**src/rtl/ram_arbiter_pkg.sv**
```systemverilog
// Shared widths and encodings for the two-master RAM arbiter.
package ram_arbiter_pkg;

  localparam int DATA_W = 32;
  localparam int ADDR_W = 32;
  localparam int SEL_W  = 4;

  typedef enum logic [1:0] {
    ST_IDLE   = 2'd0,
    ST_ACCESS = 2'd1,
    ST_RESP   = 2'd2
  } state_e;

  typedef enum logic {
    GNT_M0 = 1'b0,
    GNT_M1 = 1'b1
  } gnt_e;

endpackage

```
**src/rtl/ram_arbiter_rr2.sv**
```systemverilog
// Combinational two-way picker: round-robin on ties, or m0-first when prio_mode_i is set.
module arb_rr2
  import ram_arbiter_pkg::*;
(
  input  logic req0_i,
  input  logic req1_i,
  input  gnt_e last_grant_i,
  input  logic prio_mode_i,
  output gnt_e grant_o
);

  always_comb begin
    grant_o = GNT_M1;
    if (req0_i && req1_i) begin
      if (prio_mode_i) grant_o = GNT_M0;
      else             grant_o = (last_grant_i == GNT_M0) ? GNT_M1 : GNT_M0;
    end else if (req0_i) begin
      grant_o = GNT_M0;
    end
  end

endmodule

```
**src/rtl/ram_arbiter.sv**
```systemverilog
// Two-master single-port RAM arbiter.
// state  | meaning: IDLE = wait for req | ACCESS = RAM strobed one cycle | RESP = ack winner, re-arbitrate
module ram_arbiter
  import ram_arbiter_pkg::*;
#(
  parameter int PRIO_MODE = 0
) (
  input  logic              clk,
  input  logic              rst,
  input  logic              m0_req,
  input  logic              m0_we,
  input  logic [ADDR_W-1:0] m0_addr,
  input  logic [SEL_W-1:0]  m0_sel,
  input  logic [DATA_W-1:0] m0_wdata,
  output logic              m0_ack,
  output logic [DATA_W-1:0] m0_rdata,
  input  logic              m1_req,
  input  logic              m1_we,
  input  logic [ADDR_W-1:0] m1_addr,
  input  logic [SEL_W-1:0]  m1_sel,
  input  logic [DATA_W-1:0] m1_wdata,
  output logic              m1_ack,
  output logic [DATA_W-1:0] m1_rdata,
  output logic              ram_ce_o,
  output logic              ram_we_o,
  output logic [ADDR_W-1:0] ram_addr_o,
  output logic [SEL_W-1:0]  ram_sel_o,
  output logic [DATA_W-1:0] ram_data_o,
  input  logic [DATA_W-1:0] ram_data_i
);

  localparam logic PRIO_BIT = (PRIO_MODE != 0);

  state_e            state_q, state_d;
  gnt_e              last_q, last_d;
  gnt_e              cur_q, cur_d;
  logic              we_q, we_d;
  logic [ADDR_W-1:0] addr_q, addr_d;
  logic [SEL_W-1:0]  sel_q, sel_d;
  logic [DATA_W-1:0] wdata_q, wdata_d;
  logic [DATA_W-1:0] rdata0_q, rdata0_d;
  logic [DATA_W-1:0] rdata1_q, rdata1_d;

  logic req0_eff, req1_eff;
  gnt_e grant;

  // The master being acked this cycle is masked so the other one gets the next slot.
  assign req0_eff = m0_req && !(state_q == ST_RESP && cur_q == GNT_M0);
  assign req1_eff = m1_req && !(state_q == ST_RESP && cur_q == GNT_M1);

  arb_rr2 u_pick (
    .req0_i       (req0_eff),
    .req1_i       (req1_eff),
    .last_grant_i (last_q),
    .prio_mode_i  (PRIO_BIT),
    .grant_o      (grant)
  );

  always_comb begin
    state_d  = state_q;
    last_d   = last_q;
    cur_d    = cur_q;
    we_d     = we_q;
    addr_d   = addr_q;
    sel_d    = sel_q;
    wdata_d  = wdata_q;
    rdata0_d = rdata0_q;
    rdata1_d = rdata1_q;
    case (state_q)
      ST_IDLE, ST_RESP: begin
        if (req0_eff || req1_eff) begin
          state_d = ST_ACCESS;
          cur_d   = grant;
          last_d  = grant;
          if (grant == GNT_M0) begin
            we_d = m0_we; addr_d = m0_addr; sel_d = m0_sel; wdata_d = m0_wdata;
          end else begin
            we_d = m1_we; addr_d = m1_addr; sel_d = m1_sel; wdata_d = m1_wdata;
          end
        end else begin
          state_d = ST_IDLE;
        end
      end
      ST_ACCESS: begin
        state_d = ST_RESP;
        if (!we_q) begin
          if (cur_q == GNT_M0) rdata0_d = ram_data_i;
          else                 rdata1_d = ram_data_i;
        end
      end
      default: state_d = ST_IDLE;
    endcase
  end

  always_ff @(posedge clk) begin
    if (!rst) begin
      state_q  <= ST_IDLE;
      last_q   <= GNT_M1;
      cur_q    <= GNT_M0;
      we_q     <= 1'b0;
      addr_q   <= '0;
      sel_q    <= '0;
      wdata_q  <= '0;
      rdata0_q <= '0;
      rdata1_q <= '0;
    end else begin
      state_q  <= state_d;
      last_q   <= last_d;
      cur_q    <= cur_d;
      we_q     <= we_d;
      addr_q   <= addr_d;
      sel_q    <= sel_d;
      wdata_q  <= wdata_d;
      rdata0_q <= rdata0_d;
      rdata1_q <= rdata1_d;
    end
  end

  // RAM bus is forced to zero outside ACCESS so a stray write strobe is impossible.
  assign ram_ce_o   = (state_q == ST_ACCESS);
  assign ram_we_o   = ram_ce_o && we_q;
  assign ram_addr_o = ram_ce_o ? addr_q  : '0;
  assign ram_sel_o  = ram_ce_o ? sel_q   : '0;
  assign ram_data_o = ram_ce_o ? wdata_q : '0;

  assign m0_ack   = (state_q == ST_RESP) && (cur_q == GNT_M0);
  assign m1_ack   = (state_q == ST_RESP) && (cur_q == GNT_M1);
  assign m0_rdata = rdata0_q;
  assign m1_rdata = rdata1_q;

endmodule

```
**config.mk**
```make
export PLATFORM = sky130hd
export DESIGN_NAME = ram_arbiter
export DESIGN_NICKNAME = d
export VERILOG_FILES = /design/src/rtl/ram_arbiter_pkg.sv /design/src/rtl/ram_arbiter_rr2.sv /design/src/rtl/ram_arbiter.sv
export SDC_FILE = /design/constraint.sdc
export NUM_CORES = 1
export LEC_CHECK = 0
export BUFFER_PORTS_ARGS = -buffer_cell sky130_fd_sc_hd__buf_4
export CORE_MARGIN = 4
export CORE_UTILIZATION = 25
export CTS_CLUSTER_DIAMETER = 40
export DETAILED_ROUTE_END_ITERATION = 8
export PLACE_DENSITY = 0.5
export SLEW_MARGIN = 20
export SYNTH_ARGS = -nofsm -noshare
export SYNTH_HDL_FRONTEND = slang
export SYNTH_SLANG_ARGS = --single-unit
```
**constraint.sdc**
```tcl
create_clock -name clk -period 2.95 [get_ports clk]
set_input_delay 0.59 -clock clk [delete_from_list [all_inputs] [get_ports clk]]
set_output_delay 0.59 -clock clk [all_outputs]
set_load 0.1 [all_outputs]
```
# Word level (Yosys, flattened, before mapping)
# Cells that the tools add are included.
[word_totals]
reg_bits = 137
output_inout_bits = 136
[classes]
eq_ne = 2
mux = 12
n_bitwise = 2
reduce_logical = 14
[ops]
columns = ["op", "n"]
rows = [
  ["32-bit 2-to-1 mux", 4],
  ["4-bit 2-to-1 mux", 2],
  ["1-bit logical AND", 6],
  ["3-bit AND reduction", 2],
  ["1-bit 2-to-1 mux", 5],
  ["2-bit case mux with 2 select lines", 1],
  ["2-bit by 1-bit equality test with 1-bit output (second input constant)", 1],
  ["2-bit equality test (second input constant)", 1],
  ["1-bit logical NOT", 2],
  ["2-bit logical NOT", 1],
  ["1-bit NOT", 2],
  ["2-bit AND reduction", 1],
  ["2-bit OR reduction", 1],
  ["1-bit logical OR", 1],
]

# Logic depth before layout (Yosys ltp)
# Gate-level depths: netlist (run 1).
[logic_depth]
ltp_word = 7
mapped_depth = 6
mapped_depth_nobuf = 4

# By module
# A second synthesis (run 1) with hierarchy kept.
[unflattened]
hier_cells = 702
area_unflattened_um2 = 6387.4
[by_module_without_submodules]
columns = ["mod", "instances", "cells_each", "area_per_inst_um2", "seq_area_each_um2"]
rows = [
  ["ram_arbiter", 1, 700, 6371.1, 2742.6],
  ["arb_rr2", 1, 2, 16.3, 0.0],
]

# Worst setup path before layout (run 1)
# OpenSTA, ideal clock, no wires.
[synth_path]
kind = "register to output"
from = "register state_q[1]"
to = "output ram_data_o[22]"
arrival_ns = 2.550
required_time_ns = 2.360
path_slack_ns = -0.190
stages_incl_launch_ff = 5
n_path_buf = 1
path_cell_list = "dfxtp_1 > nand2b_1 > inv_1 > clkbuf_1 > and2_1"
[synth_via]
elab_chain_cells = 2
[synth_rtl]
columns = ["item", "line", "source"]
rows = [
  ["from (decl)", "ram_arbiter.sv:34", "state_e state_q, state_d;"],
  ["from (signal assigned)", "ram_arbiter.sv:107", "state_q <= state_d;"],
  ["2-bit by 1-bit equality test with 1-bit output", "ram_arbiter.sv:120", "assign ram_ce_o = (state_q == ST_ACCESS);"],
  ["named net ram_ce_o", "ram_arbiter.sv:24", "output logic ram_ce_o,"],
  ["32-bit 2-to-1 mux", "ram_arbiter.sv:124", "assign ram_data_o = ram_ce_o ? wdata_q : '0;"],
  ["to (decl)", "ram_arbiter.sv:28", "output logic [DATA_W-1:0] ram_data_o,"],
]
# The timed path passes the listed nets, and every way through them passes these cells.

# Worst setup path after layout (run 1)
[layout_path]
from = "register state_q[0]"
to = "output ram_addr_o[18]"
[layout_via]
elab_chain_cells = 2
[layout_rtl]
columns = ["item", "line", "source"]
rows = [
  ["2-bit by 1-bit equality test with 1-bit output", "ram_arbiter.sv:120", ""],
  ["32-bit 2-to-1 mux", "ram_arbiter.sv:122", "assign ram_addr_o = ram_ce_o ? addr_q : '0;"],
  ["to (decl)", "ram_arbiter.sv:26", "output logic [ADDR_W-1:0] ram_addr_o,"],
]
# No other way between the ends.

==> results of run 1 <==
## placed cells by master, fill, tap and decap left out
cell type and count:
buf_4 318, dfxtp_1 137, nand2_1 128, and2_1 72, mux2i_1 69, a21oi_1 69, o21ai_0 61, a21boi_1 33
a21boi_0 31, clkbuf_16 17, o21ai_1 10, nor2_1 4, bufinv_16 4, inv_1 3, inv_6 3, inv_8 3
buf_12 3, nand2b_1 2, or3_1 2, clkinv_4 2, clkinvlp_4 2, nor3b_2 1, inv_2 1, a21bo_1 1
a221oi_4 1, a311oi_4 1, nor3_4 1, nor3_2 1, clkbuf_1 1
## power by group through the flow
stage	Clock, mW	Combinational (mW)	Sequential, mW
after floorplan	0	0.796	2.37
after global placement	0	1.48	2.14
after detailed placement	0	1.49	2.12
after CTS	2.45	1.50	2.09
after global routing	2.53	1.57	2.11
final	2.37	1.48	2.09
## sequential cells by signal, indices dropped and copies added, names as in the netlist
signal    cells
last_q        1
sel_q         4
m1_rdata     32
we_q          1
cur_q         1
addr_q       32
wdata_q      32
m0_rdata     32
state_q       2
## Yosys cell counts, drive strengths merged
cell	number
a21bo	1
a21boi	64
a21oi	69
a221oi	1
a311oi	1
and2	72
buf	24
clkbuf	35
dfxtp	137
inv	4
mux2i	69
nand2	128
nand2b	2
nor2	4
nor3	2
nor3b	1
o21ai	71
or3	2
## cell families (layout without fill, tap and decap cells)
family	after synthesis	in the layout	synth area share, %
compound gates	207	207	20.5
mux	69	69	11.6
flops	137	137	45.9
buf+inv	63	357	5.38
simple gates	211	211	16.7
## routing by layer
layer	routed length [um]	part of all wire (%)
met1	8890	43
met2	9700	47
met3	1730	8.4
met4	133	0.65
met5	0	0
## stage by stage
stage               instance area [um^2]  hold WS [ns]  setup slack (ns)  instances
floorplan                           5980         0.482             0.301        687
global placement                    8550         0.443             0.721       1268
detailed placement                  8550         0.445             0.641       1268
CTS                                 9190         0.401             0.177       1300
global route                        9190         0.406            0.0278       1300
finish                              9190         0.423             0.239       1300
## cell type report
| cell class | count | area share, % |
|---|---|---|
| multi-input cells | 487 | 32.0 |
| flip-flops and latches | 137 | 29.8 |
| repair buffers | 321 | 26.6 |
| clock buffers | 18 | 4.67 |
| well taps | 319 | 4.34 |
| clock inverters | 14 | 2.31 |
| inverters | 4 | 0.163 |
## worst paths after layout
check | start | to | slack, ns
worst max-delay path | state_q[0]$_SDFF_PN0_ | ram_addr_o[18] | 0.24
worst min-delay path | ram_data_i[5] | m1_rdata[5]$_SDFFE_PN0P_ | 0.42
worst max register to register | cur_q$_SDFFE_PN0P_ | wdata_q[28]$_SDFFE_PN0P_ | 1.00
worst min register to register | m0_rdata[19]$_SDFFE_PN0P_ | m0_rdata[19]$_SDFFE_PN0P_ | 0.45
## critical path: cells and delay by family (launching register included)
family | cells | cell delay [ns]
buffers and inverters | 3 | 0.89
DFF | 1 | 0.42
and+or+nand+nor | 2 | 0.37
==> flow_metrics.tcl, run 1 <==
set metrics [dict create \
    status "complete, no violations" \
    insertion_delay_ns 0.42 \
    p_switching_mw 2.03 \
    gr-usage-met2_pct 25.3 \
    first_iter_violations 216 \
    syn_to_final_growth_pct 53.7 \
    period_needed_ns 2.71 \
    overflow 0 \
    synth_area_um2 5980 \
    min_path_type "primary input to flop" \
    maxSlewHeadroom_pct 61.7 \
    wirelength_um 20400 \
    switching_share_pct 34.2 \
    multi_input_area_um2 2940 \
    grt_pass1_wl_um 31500 \
    power.density_nw_per_um2 646 \
    synth_seq_cells 137 \
    yosysUniqueCellTypes 23 \
    worst_pin_slew_ns 0.575 \
    timing.final.crit_share_pct 91.9 \
    power_mw 5.93 \
    setup_tns_ns 0 \
    fin_skew_ns 0.0112 \
    setup_violations 0 \
    path_cells "nand2b_1 > inv_2 > buf_12 > and2_1 > buf_4" \
    worstPathMaxFanout 48 \
    p_seq_share_pct 35.1 \
    max_freq_mhz 369 \
    clock_sinks 137 \
    arrival_ns 2.12 \
    clk_pin_slew_ns 0.07 \
    p_leak_nw 4.13 \
    postLayoutCoreUtil_pct 39.2 \
    synth_top_area_share_pct 45.9 \
    grt_usage_pct 15.1 \
    grt_start_max_net_pins 68 \
    reg2regPathDepth 5 \
    vias 5591 \
    dp_hpwl_um 14400 \
    cts_root_buffer "clkbuf_16" \
    clockPowerShare_pct 40.0 \
    grt_pass1_vias 5706 \
    synth-seq-area-share_pct 45.9 \
    start_util_pct 25.5 \
    drive_above_1_share_pct 36.5 \
    syn_inst 687 \
    rsz0062_at_grt "false" \
    hold_viol 0 \
    slowest_delay_ns 0.42 \
    num_rows 56 \
    synthTopCellsByArea "dfxtp_1 46%, mux2i_1 12%, nand2_1 8.0%, and2_1 7.5%, a21oi_1 5.8%" \
    wl_per_cell_um 15.7 \
    finalMaxSlewViolations 0 \
    synth_nets 861 \
    die_y_um 163 \
    critPathLaunchType "flop" \
    postSynthAreaPerCell_um2 8.70 \
    seq_area_um2 2740 \
    critPathSlowestCell "dfxtp_1" \
    port_buffers 309 \
    antenna_found_initial 0 \
    ys_warn_count 0 \
    combPwrFrac_pct 24.9 \
    min_path_cells 3 \
    n_antenna_cell 0 \
    die_w_um 163 \
    io_pins 310 \
    dr.pass1.iters 4 \
    clockBufferDepth 2 \
    numCtsBuffers 17 \
    peakVddDrop_uv 296 \
    routabilityCongestion 0.775 \
    path_class "flop to primary output" \
    crit_path_end_kind "primary output" \
    cap_violations 0 \
    fillers 2437 \
    ant_nets 0 \
    cts_tree "built" \
    synth.largest_area_cell "dfxtp_1" \
    drc 0 \
    die_area_um2 26500 \
    met3_usage_pct 5.87 \
    cts.hold.buffers_added 0 \
    nets 1142 \
    design.core.area_um2 23500 \
    top_usage_layer "met2" \
    p_int_mw 3.90 \
    gr-usage-met1_pct 18.6 \
    cts_max_level 4 \
    postCtsSetupBuffers 0 \
    cts_resized 0 \
    viasPerCell 4.30 \
    cp.required_ns 2.36 \
]
No activity file was read; power rests on OpenSTA's default activity.
==> run 2, diff against run 1 <==
--- a/config.mk
+++ b/config.mk
@@ -10,6 +10,7 @@
 export CORE_UTILIZATION = 25
 export CTS_CLUSTER_DIAMETER = 40
 export DETAILED_ROUTE_END_ITERATION = 8
+export GPL_TIMING_DRIVEN = 0
 export PLACE_DENSITY = 0.5
 export SLEW_MARGIN = 20
 export SYNTH_ARGS = -nofsm -noshare
==> flow_metrics.tcl, run 2 (same netlist as run 1, synthesis figures left out) <==
set metrics [dict create \
    n_antenna_cell 0 \
    setup_violations 0 \
    r2r_start "cur_q$_SDFFE_PN0P_" \
    dr.pass1.iters 6 \
    ff2ff_setup_slack_ns 0.99 \
    nets 1188 \
    worstPathMaxFanout 10 \
    maxSlewHeadroom_pct 50.8 \
    gr-usage-met1_pct 20.9 \
    cap_violations 0 \
    antenna_found_initial 0 \
    ant_nets 0 \
    viasPerCell 4.39 \
    max_freq_mhz 367 \
    endpoint "ram_addr_o[27]" \
    layout_commonest_cell "buf_4" \
    routabilityCongestion 0.742 \
    num_rows 56 \
    gr-usage-met2_pct 27.3 \
    crit_start "state_q[1]$_SDFF_PN0_" \
    hold_viol 0 \
    cts_tree "built" \
    grt_pass1_vias 6077 \
    drive_above_1_share_pct 35.8 \
    syn_to_final_growth_pct 55.2 \
    top_usage_layer "met2" \
    fin_skew_ns 0.0122 \
    grt_pass1_wl_um 34000 \
    clock_sinks 137 \
    status "complete, no violations" \
    arrival_ns 2.13 \
    met3_usage_pct 4.99 \
    p_leak_nw 4.17 \
    die_w_um 163 \
    rsz0062_at_grt "false" \
    final_cell_mix "310 x buf_4, 137 x dfxtp_1, 128 x nand2_1, 72 x and2_1" \
    die_y_um 163 \
    first_iter_violations 222 \
    numCtsBuffers 17 \
    insertion_delay_ns 0.42 \
    die_area_um2 26500 \
    postLayoutCoreUtil_pct 39.5 \
    wirelength_um 22200 \
    clk_pin_slew_ns 0.07 \
    dp_hpwl_um 17200 \
    power.density_nw_per_um2 622 \
    grt_start_max_net_pins 17 \
    vias 5907 \
    setup_tns_ns 0 \
    design.core.area_um2 23500 \
    start_util_pct 25.5 \
    peakVddDrop_uv 336 \
    clockBufferDepth 2 \
    reg2regPathDepth 6 \
    reg2reg_to "wdata_q[28]$_SDFFE_PN0P_" \
    overflow 0 \
    timing.final.crit_share_pct 92.3 \
    path_class "flop to primary output" \
    cts_root_buffer "clkbuf_16" \
    cp.required_ns 2.36 \
    wl_per_cell_um 16.5 \
    grt_usage_pct 16.4 \
    finalMaxSlewViolations 0 \
    port_buffers 308 \
    crit_path_end_kind "primary output" \
    period_needed_ns 2.72 \
    io_pins 310 \
    critPathLaunchType "flop" \
    drc 0 \
    worst_pin_slew_ns 0.738 \
    min_path_type "primary input to flop" \
    cts_max_level 4 \
]
## run 2: changes by cell type in the layout (fill, tap and decap cells not counted), moves of 3 or more
cell / delta
buf_2: +14
clkinvlp_4: +3
buf_12: -3
buf_6: +8
clkbuf_2: +3
buf_4: -8
clkbuf_1: +34
inv_8: -3
## run 2: how the worst min path moves through the flow
stage | start | end | slack (ns) | depth (start not counted)
global placement | m0_rdata[19]$_SDFFE_PN0P_ | m0_rdata[19]$_SDFFE_PN0P_ | 0.44 | 2
floorplan | wdata_q[17]$_SDFFE_PN0P_ | wdata_q[17]$_SDFFE_PN0P_ | 0.48 | 2
detailed placement | m1_rdata[2]$_SDFFE_PN0P_ | m1_rdata[2]$_SDFFE_PN0P_ | 0.45 | 2
global route | ram_data_i[27] | m1_rdata[27]$_SDFFE_PN0P_ | 0.42 | 3
finish | ram_data_i[12] | m1_rdata[12]$_SDFFE_PN0P_ | 0.43 | 3
CTS | ram_data_i[12] | m1_rdata[12]$_SDFFE_PN0P_ | 0.41 | 3
## run 2: metal layers
layer | share of wire [%] | vias up | routed length, um
met4 | 0.65 | 0 | 144
li1 | - | 2972 | -
met2 | 47 | 201 | 10500
met1 | 44 | 2724 | 9780
met5 | 0 | - | 0
met3 | 7.8 | 10 | 1720
## run 2: stage by stage
step / cells / setup WS, ns / total power, mW / hold WS (ns) / cell area [um^2]
after floorplan: 687 / 0.301 / 3.17 / 0.482 / 5980
after global placement: 1314 / 0.502 / 3.68 / 0.441 / 8690
after detailed placement: 1314 / 0.502 / 3.68 / 0.447 / 8690
after CTS: 1346 / 0.0463 / 5.85 / 0.407 / 9270
after global routing: 1346 / 0.0294 / 6.04 / 0.417 / 9280
final: 1346 / 0.226 / 5.77 / 0.426 / 9280
## run 2: repair_timing
item                                   4_1_cts  5_1_grt
gates resized for setup                      0        5
setup endpoints to repair                    0       31
endpoints found under the hold margin        0        0
setup buffers                                0        0
hold buffers                                 0        0
## run 2: cell type report
class	count	area [um^2]
Buffer	59	310
Clock buffer	20	437
Clock inverter	12	143
Fill cell	2466	14200
Inverter	4	18.8
Multi-Input combinational cell	487	2920
Sequential cell	137	2740
Tap cell	319	399
Timing Repair Buffer	308	2310
## run 2: power by group
| part | internal (mW) | switching [mW] |
|---|---|---|
| clock network | 1.26 | 0.888 |
| logic | 0.475 | 1.07 |
| registers | 2.00 | 0.0720 |
## run 2: critical path: stages (launching register included)
cell and delay (ns):
dfxtp_1 0.41, nand2b_1 0.30, clkinvlp_4 0.28, clkbuf_1 0.25, and2_1 0.24, buf_4 0.24
==> run 3, diff against run 2 <==
--- a/config.mk
+++ b/config.mk
@@ -6,6 +6,7 @@
 export NUM_CORES = 1
 export LEC_CHECK = 0
 export BUFFER_PORTS_ARGS = -buffer_cell sky130_fd_sc_hd__buf_4
+export CORE_ASPECT_RATIO = 1.25
 export CORE_MARGIN = 4
 export CORE_UTILIZATION = 25
 export CTS_CLUSTER_DIAMETER = 40
==> flow_metrics.tcl, run 3 (same netlist as run 1, synthesis figures left out) <==
set metrics [dict create \
    die_y_um 181 \
    status "complete, no violations" \
    start_util_pct 25.3 \
    reg2regPathDepth 6 \
    cts_tree "built" \
    grt_usage_pct 15.9 \
    dr_wl_met2_um 11200 \
    finalMaxSlewViolations 0 \
    maxSlewHeadroom_pct 50.7 \
    r2r_start "cur_q$_SDFFE_PN0P_" \
    overflow 0 \
    ff2ff_setup_slack_ns 1.01 \
    wl_per_cell_um 16.6 \
    hold_viol 0 \
    multi_input_area_um2 2920 \
    worstPathMaxFanout 10 \
    postLayoutCoreUtil_pct 39.2 \
    cts_root_buffer "clkbuf_16" \
    insertion_delay_ns 0.41 \
    period_needed_ns 2.72 \
    setup_tns_ns 0 \
    ant_nets 0 \
    port_buffers 308 \
    hold_end "m1_rdata[26]$_SDFFE_PN0P_" \
    io_pins 310 \
    dr.pass1.iters 6 \
    vias 5855 \
    dp_hpwl_um 17000 \
    numCtsBuffers 17 \
    critPathLaunchType "flop" \
    fillers 2523 \
    rsz0062_at_grt "false" \
    drc 0 \
    cap_violations 0 \
    setup_violations 0 \
    max_freq_mhz 368 \
    drive_above_1_share_pct 35.9 \
    worst_pin_slew_ns 0.739 \
    fin_skew_ns 0.00987 \
    die_w_um 146 \
    crit_path_end_kind "primary output" \
    fin_cells 1319 \
    wirelength_um 21900 \
    wl_met3_um 1400 \
    cts_max_level 4 \
    power_mw 5.87 \
    first_iter_violations 168 \
    grt_pass1_vias 6005 \
    min_path_type "primary input to flop" \
    antenna_found_initial 0 \
    placed_cells 1287 \
    cts.hold.buffers_added 0 \
    timing.final.crit_share_pct 92.1 \
    seq_area_um2 2740 \
    n_antenna_cell 0 \
    die_area_um2 26500 \
    nets 1188 \
    num_rows 63 \
    p_leak_nw 4.20 \
    routed.top_layer "met4" \
    m1WireLength_um 8890 \
    final_cell_mix "310 x buf_4, 137 x dfxtp_1, 128 x nand2_1, 72 x and2_1" \
    grt_start_max_net_pins 17 \
    clockBufferDepth 2 \
    hold_start "ram_data_i[26]" \
    clock_sinks 137 \
    layout_commonest_cell "buf_4" \
    min_path_cells 3 \
    cp.required_ns 2.36 \
    syn_to_final_growth_pct 55.2 \
    reg2reg_to "wdata_q[28]$_SDFFE_PN0P_" \
    peakVddDrop_uv 367 \
    grt_pass1_wl_um 33600 \
    viasPerCell 4.44 \
    power.density_nw_per_um2 632 \
    path_class "flop to primary output" \
    clk_pin_slew_ns 0.07 \
    routabilityCongestion 0.757 \
    design.core.area_um2 23600 \
    arrival_ns 2.13 \
]
run 3: cell count changes in the layout (fill, tap and decap cells not counted):
cell,before,now
clkinv_2,0,2
clkinvlp_4,5,3
clkbuf_2,3,2
clkbuf_1,35,33
inv_6,4,2
inv_1,3,4
clkinv_4,2,3
clkbuf_8,0,2
bufinv_16,2,3
run 3: what timing repair did:
action / 4_1_cts / 5_1_grt
gates resized for setup: 0 / 2
buffers inserted: 0 / 0
endpoints found under the setup margin: 0 / 5
run 3: cell type report:
| type | count | share of cell area, % |
|---|---|---|
| clock inverter | 13 | 1.79 |
| multi-input combinational | 487 | 31.4 |
| inverter | 4 | 0.162 |
| timing repair buffer | 308 | 24.9 |
| buffer | 59 | 3.33 |
| clock buffer | 19 | 4.88 |
| tap | 292 | 3.94 |
| sequential | 137 | 29.6 |
run 3: power by group:
group	switching [mW]	total, mW	internal (mW)
sequential	0.0719	2.08	2.00
clock	0.869	2.25	1.38
combinational	1.07	1.54	0.474
run 3: per-layer routing:
layer	GRT usage, %	up-vias
li1	-	2972
met1	18.5	2668
met2	28.6	193
met3	4.52	22
met4	4.59	0
met5	0	-
run 3: how the worst max path moves through the flow:
stage	start	endpoint	slack, ns	cells past startpoint
global route	state_q[0]$_SDFF_PN0_	ram_data_o[2]	0.03	5
finish	state_q[1]$_SDFF_PN0_	ram_addr_o[26]	0.23	5
CTS	state_q[1]$_SDFF_PN0_	ram_data_o[31]	0.09	5
floorplan	state_q[1]$_SDFF_PN0_	ram_data_o[22]	0.30	4
detailed placement	state_q[0]$_SDFF_PN0_	ram_addr_o[4]	0.55	5
global placement	state_q[0]$_SDFF_PN0_	ram_sel_o[3]	0.58	5
run 3: critical path, cell delays in order (launching register included):
cell and delay [ns]:
dfxtp_1 0.36, nand2b_1 0.25, inv_1 0.27, clkbuf_1 0.31
and2_1 0.22, buf_4 0.30
run 3: through the flow:
stage | area, um^2 | hold WS, ns | worst slack [ns]
after floorplan | 5980 | 0.482 | 0.301
after global placement | 8660 | 0.442 | 0.584
after detailed placement | 8660 | 0.448 | 0.551
after CTS | 9280 | 0.411 | 0.0946
after global routing | 9280 | 0.417 | 0.0266
final | 9280 | 0.429 | 0.234
